**src/rtl/mm_pkg.sv**
```systemverilog
// Shared definitions for the matrix-multiply datapath.
// Default widths, FSM encoding and a constant clog2 helper.
package mm_pkg;

   localparam int DATA_W_DEF  = 32;
   localparam int VEC_LEN_DEF = 16;

   typedef enum logic {
      ACCUM = 1'b0,
      DONE  = 1'b1
   } state_e;

   function automatic int clog2(input int v);
      int r;
      r = 0;
      for (int i = 0; i < 31; i++) begin
         if ((1 << i) < v) r = i + 1;
      end
      return r;
   endfunction

endpackage

```
**src/rtl/multiplier.sv**
```systemverilog
// Unsigned combinational multiplier, W x W -> 2W.
// Operands are widened first so the product is never truncated.
module multiplier #(
   parameter int W = 32
) (
   input  logic [W-1:0]   ain,
   input  logic [W-1:0]   bin,
   output logic [2*W-1:0] dout
);

   assign dout = {{W{1'b0}}, ain} * {{W{1'b0}}, bin};

endmodule

```
**src/rtl/dot_product_accumulator.sv**
```systemverilog
// Streams operand pairs through a multiplier and sums VEC_LEN products.
// The finished sum is held under valid/ready until consumed.
module dot_product_accumulator
   import mm_pkg::*;
#(
   parameter int DATA_W  = DATA_W_DEF,
   parameter int VEC_LEN = VEC_LEN_DEF,
   parameter int ACC_W   = 72
) (
   input  logic              clk,
   input  logic              rst,
   input  logic              clr,
   input  logic [DATA_W-1:0] a_in,
   input  logic [DATA_W-1:0] b_in,
   input  logic              in_valid,
   output logic              in_ready,
   output logic [ACC_W-1:0]  out_data,
   output logic              out_valid,
   input  logic              out_ready
);

   localparam int PROD_W = 2 * DATA_W;
   localparam int CNT_W  = clog2(VEC_LEN + 1);
   localparam logic [CNT_W-1:0] LEN_C = CNT_W'(VEC_LEN);
   localparam logic [CNT_W-1:0] ONE_C = CNT_W'(1);

   state_e              state_q, state_d;
   logic [CNT_W-1:0]    in_cnt_q, in_cnt_d;
   logic [CNT_W-1:0]    acc_cnt_q, acc_cnt_d;
   logic [PROD_W-1:0]   p_q, p_d;
   logic                p_vld_q, p_vld_d;
   logic [ACC_W-1:0]    acc_q, acc_d;
   logic [PROD_W-1:0]   prod;
   logic                accept;

   multiplier #(
      .W (DATA_W)
   ) u_mul (
      .ain  (a_in),
      .bin  (b_in),
      .dout (prod)
   );

   assign in_ready  = (state_q == ACCUM) && (in_cnt_q < LEN_C) && !clr;
   assign accept    = in_valid && in_ready;
   assign out_valid = (state_q == DONE);
   assign out_data  = out_valid ? acc_q : '0;

   always_comb begin
      state_d   = state_q;
      in_cnt_d  = in_cnt_q;
      acc_cnt_d = acc_cnt_q;
      p_d       = p_q;
      p_vld_d   = 1'b0;
      acc_d     = acc_q;

      case (state_q)
         ACCUM: begin
            if (accept) begin
               p_d      = prod;
               p_vld_d  = 1'b1;
               in_cnt_d = in_cnt_q + ONE_C;
            end
            if (p_vld_q) begin
               acc_d     = acc_q + ACC_W'(p_q);
               acc_cnt_d = acc_cnt_q + ONE_C;
               if (acc_cnt_d == LEN_C) state_d = DONE;
            end
         end
         DONE: begin
            if (out_ready) begin
               acc_d     = '0;
               in_cnt_d  = '0;
               acc_cnt_d = '0;
               state_d   = ACCUM;
            end
         end
         default: state_d = ACCUM;
      endcase

      // Abort drops the partial sum, the in-flight product and any held result.
      if (clr) begin
         state_d   = ACCUM;
         in_cnt_d  = '0;
         acc_cnt_d = '0;
         p_d       = '0;
         p_vld_d   = 1'b0;
         acc_d     = '0;
      end
   end

   always_ff @(posedge clk) begin
      if (rst) begin
         state_q   <= ACCUM;
         in_cnt_q  <= '0;
         acc_cnt_q <= '0;
         p_q       <= '0;
         p_vld_q   <= 1'b0;
         acc_q     <= '0;
      end else begin
         state_q   <= state_d;
         in_cnt_q  <= in_cnt_d;
         acc_cnt_q <= acc_cnt_d;
         p_q       <= p_d;
         p_vld_q   <= p_vld_d;
         acc_q     <= acc_d;
      end
   end

endmodule

```
**config.mk**
```make
export PLATFORM = sky130hd
export DESIGN_NAME = dot_product_accumulator
export DESIGN_NICKNAME = d
export VERILOG_FILES = /design/src/rtl/mm_pkg.sv /design/src/rtl/multiplier.sv /design/src/rtl/dot_product_accumulator.sv
export SDC_FILE = /design/constraint.sdc
export NUM_CORES = 2
export LEC_CHECK = 0
export ABC_AREA = 1
export CORE_ASPECT_RATIO = 1.1
export CORE_UTILIZATION = 50
export DETAILED_ROUTE_END_ITERATION = 8
export PLACE_DENSITY = 0.71
export SLEW_MARGIN = 20
export SYNTH_ARGS = -nofsm -noshare
export SYNTH_HDL_FRONTEND = slang
export SYNTH_SLANG_ARGS = --single-unit
```
**constraint.sdc**
```tcl
create_clock -name clk -period 18.3 [get_ports clk]
set_input_delay 2.745 -clock clk [delete_from_list [all_inputs] [get_ports clk]]
set_output_delay 2.745 -clock clk [all_outputs]
set_load 0.02 [all_outputs]
```
==> PnR_summary.wiki <==
{| class="wikitable"
! Metric !! Value
|-
| Status || finished clean
|-
| Placed inst area || 50,310 sq um
|-
| Leading post-synthesis cells by cell area || sky130_fd_sc_hd__fa_1 (38%), sky130_fd_sc_hd__nand2_1 (18%), sky130_fd_sc_hd__inv_1 (16%)
|-
| Clock sink total || 148
|-
| Endpoint arrival time on the critical path || just over 10 ns
|-
| Final number of setup-violating endpoints || 0
|-
| Proportion of synthesized flip-flops having asynchronous set or reset || 0%
|-
| Max_slew headroom || 32.83%
|-
| Leading cell type in the layout, fill and taps excluded || sky130_fd_sc_hd__nand2_1
|-
| TritonCTS clock tree || built
|-
| Number of cell rows || 118
|-
| Largest net degree at the start of global routing || 96
|-
| Worst setup margin || between 8 and 9 ns
|-
| Design area || 50,970 sq um
|-
| Routability-driven placement congestion ratio || 1.003
|-
| Setup repair bufs after CTS || 0
|-
| Fin. max-slew vios || 0
|-
| Maximum number of buffers from clock root to sink || 2
|-
| Clock latency on the worst-skew pair || 0.46 ns
|-
| Cell accounting for the most synthesized area || sky130_fd_sc_hd__fa_1
|-
| Top FF cell, synth || sky130_fd_sc_hd__dfxtp_1
|-
| Die Width || 296.9 um
|-
| Via count of the first global-routing pass || 43,600
|-
| Worst min path class || flop to flop
|-
| Commonest non-fill, non-tap cells in the layout || sky130_fd_sc_hd__nand2_1 (2,237), sky130_fd_sc_hd__inv_1 (2,063), sky130_fd_sc_hd__fa_1 (897), sky130_fd_sc_hd__ha_1 (330), sky130_fd_sc_hd__a21oi_1 (227)
|-
| Worst clock skew on the final layout || around 0.018 ns
|-
| Worst setup SP type || primary input
|-
| Routed WL || around 150,000 um
|-
| Worst-path fanout max || 32
|-
| Final Hold Violating Endpoints || 0
|-
| Area of the core region || 94,490 sq um
|-
| Quantity of hold-fixing buffers added after cts || 0
|-
| Final antenna diode count || 0
|-
| Number of cells produced by synthesis || 6,980
|-
| Number of warnings issued by yosys || 0
|-
| Number of CTS-inserted buffers || 17
|-
| Synth Area per Inst || 6.854 sq um
|-
| Post-DR wirelength/cell || ~18 um
|-
| Die span in y || 326.4 um
|-
| NumNets Final || 8,254
|-
| Post-route DRC || 0
|-
| Final antenna-violating net count || 0
|-
| Unique cell type count in the Yosys netlist || 44
|-
| Classification of the worst setup path || primary input to flop
|-
| Via count || 41,820
|-
| Data required time at the worst endpoint || 18.65 ns
|-
| Minimum setup slack after placement || 8.034 ns
|-
| Clock period minus final worst setup slack || approximately 9.8 ns
|-
| Crit share post-route || 53.79%
|-
| Root Driver || sky130_fd_sc_hd__clkbuf_16
|-
| Maximum Capacitance Violations || 0
|-
| Full die area || 96,930 sq um
|-
| Ratio of cells with drive above 1 in the final layout || 3.529%
|-
| Max Fclk || 0.1016 GHz
|-
| Avg Vias per Cell || around 5.1
|-
| Measured slew at the worst slew-check pin || approximately 1.0 ns
|-
| EDFF count, synth || 0
|-
| Synthesized area || roughly 48,000 sq um
|-
| Global-route wire length before repair || 236,100 um
|-
| Count of port buffers added during placement || about 140
|-
| # resized after CTS || 0
|-
| Violation count after the first detailed-route iteration || between 2,000 and 3,000
|-
| GRT Overall Usage || 31.07%
|-
| Starting density of the core || roughly 50%
|-
| Setup TNS || 0 ns
|-
| Share of synthesized area occupied by flip-flops and latches || 6.193%
|-
| Setup repair after global routing missed its margin || false
|-
| Number of storage elements in the synthesis netlist || around 150
|-
| Residual overflow from global routing || 0
|-
| Register clock-pin slew on the reported worst setup and hold paths || 0.06 ns
|-
| Core utilization of the finished layout || about 54%
|-
| Fraction of post-synthesis cell area in the top cell type by area || 37.53%
|-
| Growth of design area from synthesis to finish || 6.528%
|-
| Synth Net Count || 8,276
|-
| Total iterations of the first detailed-routing run || 8
|-
| Initial antenna violation count || 0
|-
| Clock H-tree levels || 4
|-
| Post-DP HPWL || 121,900 um
|-
| Ports placed on the boundary || 143
|-
| Capturing element type of the critical path || flop
|}
## metal layers
metal | global-route usage, % | part of all wire, % | vias to the layer above
li1 | - | - | 19720
met1 | 40.00 | 41 | 20270
met2 | 53.49 | 48 | 1539
met3 | 4.276 | 7.1 | 290
met4 | 10.80 | 3.5 | 0
met5 | 0 | 0 | -
## per-stage QoR
stage | hold WS, ns | std cells
2_1_floorplan | 0.4487 | 6980
3_3_place_gp | 0.4625 | 8199
3_5_place_dp | 0.4646 | 8199
4_1_cts | 0.4742 | 8231
5_1_grt | 0.5055 | 8231
6_report | 0.4782 | 8231
## worst max-delay path, cell delays in order
cell	delay (ns)
sky130_fd_sc_hd__clkdlybuf4s50_1	0.46
sky130_fd_sc_hd__buf_4	0.41
sky130_fd_sc_hd__nand2_1	0.10
sky130_fd_sc_hd__inv_1	0.10
sky130_fd_sc_hd__fa_1	0.45
sky130_fd_sc_hd__fa_1	0.58
sky130_fd_sc_hd__inv_1	0.07
sky130_fd_sc_hd__fa_1	0.49
sky130_fd_sc_hd__fa_1	0.51
sky130_fd_sc_hd__inv_1	0.05
sky130_fd_sc_hd__fa_1	0.57
sky130_fd_sc_hd__fa_1	0.44
sky130_fd_sc_hd__fa_1	0.57
sky130_fd_sc_hd__fa_1	0.44
sky130_fd_sc_hd__ha_1	0.42
sky130_fd_sc_hd__nand2_1	0.08
sky130_fd_sc_hd__inv_1	0.11
sky130_fd_sc_hd__nand2_1	0.13
sky130_fd_sc_hd__inv_1	0.08
sky130_fd_sc_hd__nand2_1	0.17
sky130_fd_sc_hd__nor2_1	0.40
sky130_fd_sc_hd__nand3_1	0.25
sky130_fd_sc_hd__nand4_1	0.18
sky130_fd_sc_hd__nand3_1	0.17
sky130_fd_sc_hd__nand2_1	0.14
sky130_fd_sc_hd__inv_1	0.04
## cell usage after synthesis (7+ instances only)
cell                       count
sky130_fd_sc_hd__nor3_1       24
sky130_fd_sc_hd__nand3_1     190
sky130_fd_sc_hd__buf_2        12
sky130_fd_sc_hd__nand2_2      43
sky130_fd_sc_hd__nand3b_1     12
sky130_fd_sc_hd__ha_1        330
sky130_fd_sc_hd__clkbuf_1    222
sky130_fd_sc_hd__o21a_1       30
sky130_fd_sc_hd__fa_1        897
sky130_fd_sc_hd__nand3_2      16
sky130_fd_sc_hd__nor2_1      217
sky130_fd_sc_hd__a21oi_1     227
sky130_fd_sc_hd__xor2_1       26
sky130_fd_sc_hd__nor2_2       38
sky130_fd_sc_hd__nand2_1    2237
sky130_fd_sc_hd__o21ai_0      98
sky130_fd_sc_hd__nor3_2       11
sky130_fd_sc_hd__nand4_1      14
sky130_fd_sc_hd__dfxtp_1     148
sky130_fd_sc_hd__inv_2        20
sky130_fd_sc_hd__buf_4         7
sky130_fd_sc_hd__o21bai_1     38
sky130_fd_sc_hd__inv_1      2064
## final timing paths
kind,end,slack [ns],startpoint,cells after the start
max,p_q[36],8.46,a_in[18],26
min,p_q[4],0.48,p_q[4],2
max reg2reg,acc_q[9],15.01,out_valid,9
min reg2reg,p_q[4],0.48,p_q[4],2
## registers in the layout, summed over array words and instances, names as in the netlist
name / count
p_q: 64
in_cnt_q: 5
p_vld_q: 1
acc_cnt_q: 5
out_valid: 1
acc_q: 72
## area by class of cell
class / count / area (sq um)
repair buffers: 204 / 1837
inverters: 2088 / 7839
fillers: 9327 / 43530
flip-flops and latches: 148 / 2964
clock inverters: 12 / 198.9
clock buffers: 20 / 456.7
multi-input cells: 4499 / 36090
well taps: 1260 / 1577
## cells by family after synthesis
logic type      count (synthesis)  synth area share, %
xor+xnor                       30               0.5492
compound gates                419                4.854
buf+inv                      2333                18.39
simple gates                 2823                23.85
fa+ha+maj                    1227                46.16
flops                         148                6.193
Power is left out: the tool's default activity adds up to more than one toggle a clock period on the data nets, which glitch-free logic cannot reach.
